$ cat src/rtl/mem_bus_arbiter_pkg.sv
// Shared types for the fetch/data memory bus arbiter: FSM states, grant owner, and the
// registered bus command bundle, plus the idle-state arbitration rule.
package mem_bus_arbiter_pkg;

  localparam int unsigned REG_W = 32;

  typedef logic [REG_W-1:0] reg_bus_t;

  typedef enum logic [1:0] {
    ARB_IDLE  = 2'd0,
    ARB_DATA  = 2'd1,
    ARB_FETCH = 2'd2,
    ARB_DONE  = 2'd3
  } arb_state_e;

  typedef enum logic {
    GNT_FETCH = 1'b0,
    GNT_DATA  = 1'b1
  } grant_e;

  // Fetches are always full-word reads.
  localparam logic [3:0] FETCH_SEL = 4'hF;

  typedef struct packed {
    logic       we;
    logic [3:0] sel;
    reg_bus_t   addr;
    reg_bus_t   wdata;
  } bus_cmd_t;

  // Data wins a tie unless it won the previous transfer, so neither master can starve.
  function automatic arb_state_e idle_next(input logic   if_req,
                                           input logic   mem_req,
                                           input grant_e last_grant);
    if (mem_req && (!if_req || last_grant == GNT_FETCH)) return ARB_DATA;
    if (if_req) return ARB_FETCH;
    return ARB_IDLE;
  endfunction

  function automatic bus_cmd_t fetch_cmd(input reg_bus_t addr);
    bus_cmd_t cmd;
    cmd.we    = 1'b0;
    cmd.sel   = FETCH_SEL;
    cmd.addr  = addr;
    cmd.wdata = '0;
    return cmd;
  endfunction

endpackage

$ cat src/rtl/mem_bus_arbiter_if.sv
// Pipeline-side and bus-side signals of the arbiter. The arbiter connects through 'slave';
// the surrounding pipeline and bus slave (or a bench) use 'master'.
interface mem_bus_arbiter_if;
  import mem_bus_arbiter_pkg::*;

  logic       if_req_i;
  reg_bus_t   if_addr_i;
  reg_bus_t   if_rdata_o;
  logic       if_ack_o;

  logic       mem_req_i;
  logic       mem_we_i;
  logic [3:0] mem_sel_i;
  reg_bus_t   mem_addr_i;
  reg_bus_t   mem_wdata_i;
  reg_bus_t   mem_rdata_o;
  logic       mem_ack_o;

  logic       bus_req_o;
  logic       bus_we_o;
  logic [3:0] bus_sel_o;
  reg_bus_t   bus_addr_o;
  reg_bus_t   bus_wdata_o;
  reg_bus_t   bus_rdata_i;
  logic       bus_ack_i;

  logic       stall_req_o;
  logic       bus_err_o;

  modport slave (
    input  if_req_i, if_addr_i,
    input  mem_req_i, mem_we_i, mem_sel_i, mem_addr_i, mem_wdata_i,
    input  bus_rdata_i, bus_ack_i,
    output if_rdata_o, if_ack_o, mem_rdata_o, mem_ack_o,
    output bus_req_o, bus_we_o, bus_sel_o, bus_addr_o, bus_wdata_o,
    output stall_req_o, bus_err_o
  );

  modport master (
    output if_req_i, if_addr_i,
    output mem_req_i, mem_we_i, mem_sel_i, mem_addr_i, mem_wdata_i,
    output bus_rdata_i, bus_ack_i,
    input  if_rdata_o, if_ack_o, mem_rdata_o, mem_ack_o,
    input  bus_req_o, bus_we_o, bus_sel_o, bus_addr_o, bus_wdata_o,
    input  stall_req_o, bus_err_o
  );

endinterface

$ cat src/rtl/mem_bus_arbiter_wdog.sv
// Transfer watchdog: up-counter cleared on grant, counting while a transfer is outstanding,
// flagging timeout on the cycle it reaches TIMEOUT_CYC-1. TIMEOUT_CYC = 0 disables it.
module mem_bus_arbiter_wdog #(
  parameter int unsigned TIMEOUT_CYC = 256
) (
  input  logic clk,
  input  logic rst,
  input  logic clr_i,
  input  logic en_i,
  output logic timeout_o
);

  localparam int unsigned    CNT_W = (TIMEOUT_CYC > 1) ? $clog2(TIMEOUT_CYC) : 1;
  localparam logic [CNT_W-1:0] TERM = (TIMEOUT_CYC > 0) ? CNT_W'(TIMEOUT_CYC - 1) : '0;

  logic [CNT_W-1:0] cnt_q, cnt_d;
  logic             at_term;

  assign at_term = (cnt_q == TERM);

  always_comb begin
    // NOTE: every combinational output gets a default first, so no path can infer a latch.
    cnt_d = cnt_q;
    if (clr_i) begin
      cnt_d = '0;
    end else if (en_i && !at_term) begin
      cnt_d = cnt_q + CNT_W'(1);
    end
  end

  // NOTE: asynchronous reset clears state immediately; flops use <= so they all
  // sample pre-edge values regardless of process ordering.
  always_ff @(posedge clk or negedge rst) begin
    if (!rst) begin
      cnt_q <= '0;
    end else begin
      cnt_q <= cnt_d;
    end
  end

  assign timeout_o = (TIMEOUT_CYC != 0) && en_i && at_term;

endmodule

$ cat src/rtl/mem_bus_arbiter.sv
// Shares one memory bus between instruction fetch and data access: round-robin grant,
// registered slave handshake, watchdog abort and a combinational pipeline stall request.
module mem_bus_arbiter
  import mem_bus_arbiter_pkg::*;
#(
  parameter int unsigned TIMEOUT_CYC = 256
) (
  input  logic             clk,
  input  logic             rst,
  mem_bus_arbiter_if.slave arb
);

  arb_state_e state_q, state_d;
  grant_e     last_grant_q, last_grant_d;
  bus_cmd_t   bus_cmd_q, bus_cmd_d;
  logic       bus_req_q, bus_req_d;
  reg_bus_t   if_rdata_q, if_rdata_d;
  reg_bus_t   mem_rdata_q, mem_rdata_d;
  logic       if_ack_q, if_ack_d;
  logic       mem_ack_q, mem_ack_d;
  logic       bus_err_q, bus_err_d;

  logic       busy;
  logic       grant_now;
  logic       timeout;
  logic       finish;
  logic       abort;
  reg_bus_t   xfer_rdata;
  bus_cmd_t   data_cmd;

  assign busy      = (state_q == ARB_DATA) || (state_q == ARB_FETCH);
  assign grant_now = (state_q == ARB_IDLE) && (state_d != ARB_IDLE);
  // An ack arriving on the final watchdog cycle still completes the transfer normally.
  assign finish    = busy && (arb.bus_ack_i || timeout);
  assign abort     = busy && timeout && !arb.bus_ack_i;
  assign xfer_rdata = (abort || bus_cmd_q.we) ? '0 : arb.bus_rdata_i;

  assign data_cmd.we    = arb.mem_we_i;
  assign data_cmd.sel   = arb.mem_sel_i;
  assign data_cmd.addr  = arb.mem_addr_i;
  assign data_cmd.wdata = arb.mem_wdata_i;

  mem_bus_arbiter_wdog #(
    .TIMEOUT_CYC (TIMEOUT_CYC)
  ) u_wdog (
    .clk       (clk),
    .rst       (rst),
    .clr_i     (grant_now),
    .en_i      (busy),
    .timeout_o (timeout)
  );

  always_ff @(posedge clk or negedge rst) begin
    if (!rst) begin
      state_q      <= ARB_IDLE;
      last_grant_q <= GNT_FETCH;
      bus_cmd_q    <= '0;
      bus_req_q    <= 1'b0;
      if_rdata_q   <= '0;
      mem_rdata_q  <= '0;
      if_ack_q     <= 1'b0;
      mem_ack_q    <= 1'b0;
      bus_err_q    <= 1'b0;
    end else begin
      state_q      <= state_d;
      last_grant_q <= last_grant_d;
      bus_cmd_q    <= bus_cmd_d;
      bus_req_q    <= bus_req_d;
      if_rdata_q   <= if_rdata_d;
      mem_rdata_q  <= mem_rdata_d;
      if_ack_q     <= if_ack_d;
      mem_ack_q    <= mem_ack_d;
      bus_err_q    <= bus_err_d;
    end
  end

  always_comb begin
    state_d = state_q;
    case (state_q)
      ARB_IDLE:            state_d = idle_next(arb.if_req_i, arb.mem_req_i, last_grant_q);
      ARB_DATA, ARB_FETCH: if (finish) state_d = ARB_DONE;
      ARB_DONE:            state_d = ARB_IDLE;
      default:             state_d = ARB_IDLE;
    endcase
  end

  always_comb begin
    last_grant_d = last_grant_q;
    bus_cmd_d    = bus_cmd_q;
    bus_req_d    = bus_req_q;
    if_rdata_d   = if_rdata_q;
    mem_rdata_d  = mem_rdata_q;
    if_ack_d     = 1'b0;
    mem_ack_d    = 1'b0;
    bus_err_d    = 1'b0;

    if (grant_now) begin
      bus_req_d = 1'b1;
      bus_cmd_d = (state_d == ARB_DATA) ? data_cmd : fetch_cmd(arb.if_addr_i);
    end

    if (finish) begin
      bus_req_d = 1'b0;
      bus_err_d = abort;
      if (state_q == ARB_DATA) begin
        mem_ack_d    = 1'b1;
        mem_rdata_d  = xfer_rdata;
        last_grant_d = GNT_DATA;
      end else begin
        if_ack_d     = 1'b1;
        if_rdata_d   = xfer_rdata;
        last_grant_d = GNT_FETCH;
      end
    end
  end

  assign arb.bus_req_o   = bus_req_q;
  assign arb.bus_we_o    = bus_cmd_q.we;
  assign arb.bus_sel_o   = bus_cmd_q.sel;
  assign arb.bus_addr_o  = bus_cmd_q.addr;
  assign arb.bus_wdata_o = bus_cmd_q.wdata;
  assign arb.if_rdata_o  = if_rdata_q;
  assign arb.if_ack_o    = if_ack_q;
  assign arb.mem_rdata_o = mem_rdata_q;
  assign arb.mem_ack_o   = mem_ack_q;
  assign arb.bus_err_o   = bus_err_q;
  assign arb.stall_req_o = (arb.if_req_i & ~if_ack_q) | (arb.mem_req_i & ~mem_ack_q);

endmodule

$ cat src/flat_wrapper.sv
// flat-port wrapper written by rule: the top's interface ports become plain ports
module mem_bus_arbiter_flat import mem_bus_arbiter_pkg::*;
#(
  parameter int unsigned TIMEOUT_CYC = 256
)
  (clk, rst, arb_if_req_i, arb_if_addr_i, arb_mem_req_i, arb_mem_we_i, arb_mem_sel_i, arb_mem_addr_i, arb_mem_wdata_i, arb_bus_rdata_i, arb_bus_ack_i, arb_if_rdata_o, arb_if_ack_o, arb_mem_rdata_o, arb_mem_ack_o, arb_bus_req_o, arb_bus_we_o, arb_bus_sel_o, arb_bus_addr_o, arb_bus_wdata_o, arb_stall_req_o, arb_bus_err_o);
  mem_bus_arbiter_if arb_i ();
  input  logic clk;
  input  logic rst;
  input wire logic [$bits(arb_i.if_req_i)-1:0] arb_if_req_i;
  input wire logic [$bits(arb_i.if_addr_i)-1:0] arb_if_addr_i;
  input wire logic [$bits(arb_i.mem_req_i)-1:0] arb_mem_req_i;
  input wire logic [$bits(arb_i.mem_we_i)-1:0] arb_mem_we_i;
  input wire logic [$bits(arb_i.mem_sel_i)-1:0] arb_mem_sel_i;
  input wire logic [$bits(arb_i.mem_addr_i)-1:0] arb_mem_addr_i;
  input wire logic [$bits(arb_i.mem_wdata_i)-1:0] arb_mem_wdata_i;
  input wire logic [$bits(arb_i.bus_rdata_i)-1:0] arb_bus_rdata_i;
  input wire logic [$bits(arb_i.bus_ack_i)-1:0] arb_bus_ack_i;
  output wire logic [$bits(arb_i.if_rdata_o)-1:0] arb_if_rdata_o;
  output wire logic [$bits(arb_i.if_ack_o)-1:0] arb_if_ack_o;
  output wire logic [$bits(arb_i.mem_rdata_o)-1:0] arb_mem_rdata_o;
  output wire logic [$bits(arb_i.mem_ack_o)-1:0] arb_mem_ack_o;
  output wire logic [$bits(arb_i.bus_req_o)-1:0] arb_bus_req_o;
  output wire logic [$bits(arb_i.bus_we_o)-1:0] arb_bus_we_o;
  output wire logic [$bits(arb_i.bus_sel_o)-1:0] arb_bus_sel_o;
  output wire logic [$bits(arb_i.bus_addr_o)-1:0] arb_bus_addr_o;
  output wire logic [$bits(arb_i.bus_wdata_o)-1:0] arb_bus_wdata_o;
  output wire logic [$bits(arb_i.stall_req_o)-1:0] arb_stall_req_o;
  output wire logic [$bits(arb_i.bus_err_o)-1:0] arb_bus_err_o;
  assign arb_i.if_req_i = arb_if_req_i;
  assign arb_i.if_addr_i = arb_if_addr_i;
  assign arb_i.mem_req_i = arb_mem_req_i;
  assign arb_i.mem_we_i = arb_mem_we_i;
  assign arb_i.mem_sel_i = arb_mem_sel_i;
  assign arb_i.mem_addr_i = arb_mem_addr_i;
  assign arb_i.mem_wdata_i = arb_mem_wdata_i;
  assign arb_i.bus_rdata_i = arb_bus_rdata_i;
  assign arb_i.bus_ack_i = arb_bus_ack_i;
  assign arb_if_rdata_o = arb_i.if_rdata_o;
  assign arb_if_ack_o = arb_i.if_ack_o;
  assign arb_mem_rdata_o = arb_i.mem_rdata_o;
  assign arb_mem_ack_o = arb_i.mem_ack_o;
  assign arb_bus_req_o = arb_i.bus_req_o;
  assign arb_bus_we_o = arb_i.bus_we_o;
  assign arb_bus_sel_o = arb_i.bus_sel_o;
  assign arb_bus_addr_o = arb_i.bus_addr_o;
  assign arb_bus_wdata_o = arb_i.bus_wdata_o;
  assign arb_stall_req_o = arb_i.stall_req_o;
  assign arb_bus_err_o = arb_i.bus_err_o;
  mem_bus_arbiter #(.TIMEOUT_CYC(TIMEOUT_CYC)) u_core (.clk(clk), .rst(rst), .arb(arb_i));
endmodule
$ cat config.mk
export PLATFORM = sky130hd
export DESIGN_NAME = mem_bus_arbiter_flat
export DESIGN_NICKNAME = d
export VERILOG_FILES = /design/src/rtl/mem_bus_arbiter_pkg.sv /design/src/rtl/mem_bus_arbiter_if.sv /design/src/rtl/mem_bus_arbiter_wdog.sv /design/src/rtl/mem_bus_arbiter.sv /design/src/flat_wrapper.sv
export SDC_FILE = /design/constraint.sdc
export NUM_CORES = 1
export LEC_CHECK = 0
export ABC_AREA = 0
export CAP_MARGIN = 20
export CELL_PAD_IN_SITES_DETAIL_PLACEMENT = 0
export CELL_PAD_IN_SITES_GLOBAL_PLACEMENT = 2
export CORE_MARGIN = 4
export CORE_UTILIZATION = 23
export DETAILED_ROUTE_END_ITERATION = 12
export PLACE_DENSITY = 0.74
export SLEW_MARGIN = 40
export SYNTH_ARGS = -nofsm -noshare
export SYNTH_HDL_FRONTEND = slang
export SYNTH_SLANG_ARGS = --single-unit
$ cat constraint.sdc
create_clock -name clk -period 1.6 [get_ports clk]
set_input_delay 0.16 -clock clk [delete_from_list [all_inputs] [get_ports clk]]
set_output_delay 0.16 -clock clk [all_outputs]
set_load 0.05 [all_outputs]
## Word level (Yosys, flattened, before mapping)

Cells that the tools add are included.

- Register bits after elaboration: 148
- Bits of input ports: 138

- Add/sub/neg operators: 1
- Equal/unequal tests: 5
- Multiplexer cells: 22
- Bitwise operators: 7
- Reductions and logical operators: 21

Operator list:

| cell | number |
|---|---|
| 2-to-1 mux 69 bit | 1 |
| 2-to-1 mux 32 bit | 1 |
| 2-to-1 mux 8 bit | 2 |
| 2-to-1 mux 1 bit | 12 |
| 2-to-1 mux 2 bit | 5 |
| adder 8 x 1 -> 8 bit, second input constant | 1 |
| equality test 8 bit, second input constant | 1 |
| logical AND 1 bit | 7 |
| case mux 2 bit (3 select lines) | 1 |
| nonzero test 2 bit | 3 |
| equality test 2 x 1 -> 1 bit, second input constant | 2 |
| equality test 2 bit, second input constant | 2 |
| logical OR 1 bit | 4 |
| inverter 1 bit | 4 |
| AND reduction 2 bit | 2 |
| logical NOT 1 bit | 3 |
| bitwise AND 1 bit | 2 |
| logical NOT 2 bit | 1 |
| OR reduction 2 bit | 1 |
| bitwise OR 1 bit | 1 |

## Longest topological paths before layout

- Depth in word-level cells: 14
- Gate-level depth with buffers: 8

## Cells and area by module

Synthesis repeated with hierarchy kept, for this count alone.

- Cell total of the unflattened synthesis: 444
- Area total of the unflattened synthesis: 6,282.3 um2

By module, submodules not included:

| module | times used | cells each | area an instance (um2) |
|---|---|---|---|
| mem_bus_arbiter | 1 | 394 | 5,809.3 |
| mem_bus_arbiter_wdog | 1 | 50 | 473.0 |

## Worst setup path after synthesis

No wires, ideal clock.

- Kind: register to register
- Start: reg u_core.state_q[0]
- End: reg u_core.if_rdata_q[0], in the netlist u_core.arb.if_rdata_o[0]
- Arrival time: 1.516 ns
- Setup slack: -0.043 ns
- Cell stages (with the launch flop): 9
- Buffers on the path: 3
- Period minus slack after synthesis: 1.643 ns
- Cells stage by stage: dfrtp_1 -> inv_1 -> ha_1 -> buf_2 -> and3b_1 -> buf_2 -> buf_2 -> a32oi_1 -> o21ai_1

- Cells in the longest elaborated chain, start to end: 7

Ends and longest elaborated chain:

| item | line | source |
|---|---|---|
| start, declared | mem_bus_arbiter.sv:13 | `arb_state_e state_q, state_d;` |
| start signal, assigned | mem_bus_arbiter.sv:65 | `state_q <= state_d;` |
| equality test 2 x 1 -> 1 bit or equality test 2 bit (tied branches) | mem_bus_arbiter.sv:31, mem_bus_arbiter.sv:105 |  |
| logical OR 1 bit | mem_bus_arbiter.sv:31 | `assign busy = (state_q == ARB_DATA) \|\| (state_q == ARB_FETCH);` |
| logical AND 1 bit | mem_bus_arbiter_wdog.sv:41 | `assign timeout_o = (TIMEOUT_CYC != 0) && en_i && at_term;` |
| logical AND 1 bit (2 in a row) | mem_bus_arbiter.sv:35 | `assign abort = busy && timeout && !arb.bus_ack_i;` |
| logical OR 1 bit | mem_bus_arbiter.sv:36 | `assign xfer_rdata = (abort \|\| bus_cmd_q.we) ? '0 : arb.bus_rdata_i;` |
| 2-to-1 mux 32 bit | mem_bus_arbiter.sv:36 |  |
| end signal, assigned | mem_bus_arbiter.sv:69 | `if_rdata_q <= if_rdata_d;` |
| end, declared | mem_bus_arbiter.sv:17 | `reg_bus_t if_rdata_q, if_rdata_d;` |

Several ways; a longest one is shown, not always the timed one.
A chain may end at the register's enable or synchronous reset.

## Final worst setup path

- Start: reg u_core.state_q[1]
- End: reg u_core.mem_rdata_q[14], in the netlist u_core.arb.mem_rdata_o[14]

- Cells in the longest elaborated chain, start to end: 7

Ends and longest elaborated chain:

| item | line | source |
|---|---|---|
| equality test 2 x 1 -> 1 bit or equality test 2 bit (tied branches) | mem_bus_arbiter.sv:31, mem_bus_arbiter.sv:105 |  |
| logical OR 1 bit | mem_bus_arbiter.sv:31 |  |
| logical AND 1 bit | mem_bus_arbiter_wdog.sv:41 |  |
| logical AND 1 bit (2 in a row) | mem_bus_arbiter.sv:35 |  |
| logical OR 1 bit | mem_bus_arbiter.sv:36 |  |
| 2-to-1 mux 32 bit | mem_bus_arbiter.sv:36 |  |
| end signal, assigned | mem_bus_arbiter.sv:70 | `mem_rdata_q <= mem_rdata_d;` |
| end, declared | mem_bus_arbiter.sv:18 | `reg_bus_t mem_rdata_q, mem_rdata_d;` |

Several ways; a longest one is shown, not always the timed one.

==> results.md <==
- Status: finished, violations left
- Failing checks: negative setup slack
- Iteration-0 DRC Markers: about 340
- Core area: approximately 28000 um^2
- Leak: between 4 and 5 nW
- GRT Overall Usage: 13.5%
- Post-DRT Antenna Nets: 0
- CP required: ~1.9 ns
- Switching pwr: 0.0126 W
- Initial core utilization: a little under a quarter
- Sink Count: 148
- Crit. End Element: register
- Max Clk Rate: between 600 and 700 MHz
- Critical path type: reg -> reg
- Most used DFF post-synth: dfrtp_1
- CTS tree: built
- Initial antenna violation count: 0
- Internal power: 0.0134 W
- Final Non-Filler Cells: 1262
- CTS buffer count: 17
- Mean post-synth cell area: ~11 um^2
- DRT Pass-1 Iters: 4
- Vias in the first global route: about 5800
- Final RePlAce weighted congestion: approximately 0.72
- H-tree levels: 4
- Class of the worst hold path: in -> async
- Clk pin slew, worst setup/hold paths: ~0.060 ns
- RSZ-0062 raised after global routing: true
- Final Hold Vio Count: 0
- Clk_skew: 0.00798 ns
- Sw frac: 48.6%
- Clock latency on the worst-skew pair: around 0.42 ns
- Cell row count: 61
- Num ports: roughly 280
- YS warnings: 0
- Post-synth ARST share: between 90% and 100%
- GR peak layer: met2
- Maximum buffer depth of the clock tree: 2
- Critical path peak fanout: 18
- First-pass GRT wire length: about 33000 um
- GRT overflow: 0
- Final core occ: between 30% and 40%
- Min Hold Slack: roughly 0.19 ns
- DIE AREA: between 30000 and 40000 um^2
- Met1 Usage GRT: approximately a fifth
- Die Span Y: ~180 um
- Final period utilization: 101%
- Met3 Usage GRT: roughly 3.7%
- Met2 Use GR: roughly 20%
- Per-cell routed wire length: 17.2 um
- Area Overhead vs Synth: 60.0%
- Unique masters post-synth: between 40 and 50
- Synth Register Bits: between 100 and 150
- Max-slew violations: 0
- Pwr Density: between 2000 and 2500 nW/um^2
- Sequential share of power: 25.3%
- Worst slew margin: a little over two thirds
- VDD IR-drop max: around 1.2 mV
- Sequential area share after synthesis: about 57%
- Fin nets: a little over 1000
- CP arrival: 1.90 ns
- Nature of the critical path startpoint: register
- Logic pwr share: about three fifths
- Clock root cell: clkbuf_16
- Post-synth EDFFs: 0
- Share of cells above drive strength 1: about a quarter
- Clock power share: 16.2%
- Commonest non-fill, non-tap cell in the layout: buf_4
- Most frequent cells in the layout: buf_4 (155), dfrtp_1 (148), clkdlybuf4s50_1 (136)
- DRC: 0
- DP Wirelength: 15000 um
- Number of max-cap violations: 0
- Vias after detailed routing: between 5000 and 6000
- Final worst slack: -0.00885 ns
- Largest net degree at the start of global routing: between 60 and 70
- Post-Syn Area: approximately 6500 um^2
- I/O Buffers: between 200 and 300
- Worst-Margin Slew: 0.446 ns
- Final setup violation count: 3
- Routed vias/inst: about 4.5
- Fin crit period: 1.61 ns
- Mapped Cells: around 590
- Cell count after placement: between 1000 and 1500
- Drt total wl: ~22000 um
- Mapped Nets: approximately 730
- Horiz. Die Dim: 176 um
## Yosys cell counts (3+ instances only)
master / instances / area, um^2
a31oi_1: 32 / 200
o221a_1: 29 / 327
buf_2: 33 / 165
a21oi_1: 5 / 25.0
nand3_1: 5 / 25.0
o21ai_1: 60 / 300
nand2b_1: 35 / 219
o21ai_0: 7 / 35.0
mux2i_1: 3 / 30.0
ha_1: 3 / 37.5
a211oi_1: 3 / 22.5
clkbuf_1: 12 / 45.0
nand2_1: 8 / 30.0
a22o_1: 33 / 289
o221a_2: 3 / 33.8
inv_1: 68 / 255
a32oi_1: 32 / 280
o22a_1: 4 / 35.0
dfrtp_1: 148 / 3700
nor2b_1: 33 / 206
## layout make-up
class                   instances  area [um^2]
fillers                      2768        17400
multi-input cells             322         2440
inverters                      69          259
flip-flops and latches        148         3700
clock inverters                13          155
clock buffers                  19          453
diodes                          1         2.50
well taps                     378          473
repair buffers                312         2930
## flip-flops by register name, indices dropped and copies added, names as in the netlist
signal and count:
u_core.arb.mem_rdata_o 32, u_core.u_wdog.cnt_q 8, u_core.arb.if_rdata_o 32, u_core.arb.bus_req_o 1
u_core.arb.bus_err_o 1, u_core.arb.bus_sel_o 4, u_core.last_grant_q 1, u_core.arb.bus_addr_o 32
u_core.arb.if_ack_o 1, u_core.arb.mem_ack_o 1, u_core.arb.bus_we_o 1, u_core.state_q 2
u_core.arb.bus_wdata_o 32
## power by group through the flow
stage	registers [W]	logic, W	clock network (W)
6_report	0.00658	0.0152	0.00421
5_1_grt	0.00683	0.0162	0.00450
4_1_cts	0.00659	0.0153	0.00435
3_5_place_dp	0.00659	0.0152	0
3_3_place_gp	0.00663	0.0151	0
2_1_floorplan	0.0119	0.00456	0
## kinds of logic after synthesis
family                   count (synthesis)  synth area share (%)
AO/OA/AOI/OAI                          219                  25.2
buffers and inverters                  118                  7.67
adder cells (fa/ha/maj)                  3                 0.577
multiplexers                             4                 0.634
flip-flops                             148                  56.9
AND/OR/NAND/NOR                         96                  8.96
## critical path, stage by stage (launching register included)
cell,delay [ns]
dfrtp_1,0.39
inv_2,0.08
ha_4,0.22
buf_12,0.13
and3b_2,0.23
buf_12,0.17
a31oi_4,0.17
o21ai_1,0.08
## timing repair
action | CTS | global route
gates cloned | 0 | 0
endpoints found under the hold margin | 109 | 0
setup endpoints to repair | 72 | 72
pin swaps | 2 | 0
buffers inserted | 1 | 1
hold buffers | 1 | 0
resized for setup | 6 | 13
## routing by layer
metal / part of all wire (%) / up-vias
li1: - / 2711
met2: 46 / 186
met3: 6.5 / 24
met5: 0 / -
met4: 1.6 / 0
met1: 45 / 2700
## per-stage QoR
stage | setup slack, ns | total power (W) | TNS (ns) | cell area [um^2]
final | -0.00885 | 0.0260 | -0.0110 | 10400
after global routing | -0.109 | 0.0275 | -5.46 | 10400
after CTS | -0.0277 | 0.0262 | -0.233 | 10300
after detailed placement | -0.123 | 0.0218 | -7.96 | 9690
after global placement | -0.0971 | 0.0217 | -6.14 | 9690
after floorplan | -0.0161 | 0.0165 | -0.0161 | 6540
## final timing paths
| check | start | endpoint | slack, ns | cells past startpoint |
|---|---|---|---|---|
| setup / recovery | u_core.state_q[1]$_DFF_PN0_ | u_core.arb.mem_rdata_o[14]$_DFFE_PN0P_ | -0.009 | 7 |
| setup reg to reg | u_core.state_q[1]$_DFF_PN0_ | u_core.arb.mem_rdata_o[14]$_DFFE_PN0P_ | -0.009 | 7 |
| hold / removal | rst | u_core.arb.bus_wdata_o[2]$_DFFE_PN0P_ | 0.19 | 2 |
| max in group asynchronous | rst | u_core.arb.mem_rdata_o[4]$_DFFE_PN0P_ | 0.84 | 3 |
| min in group clk | arb_mem_wdata_i[22] | u_core.arb.bus_wdata_o[22]$_DFFE_PN0P_ | 0.34 | 2 |
| hold reg to reg | u_core.arb.bus_sel_o[1]$_DFFE_PN0P_ | u_core.arb.bus_sel_o[1]$_DFFE_PN0P_ | 0.49 | 1 |
No activity file was read; power rests on OpenSTA's default activity.
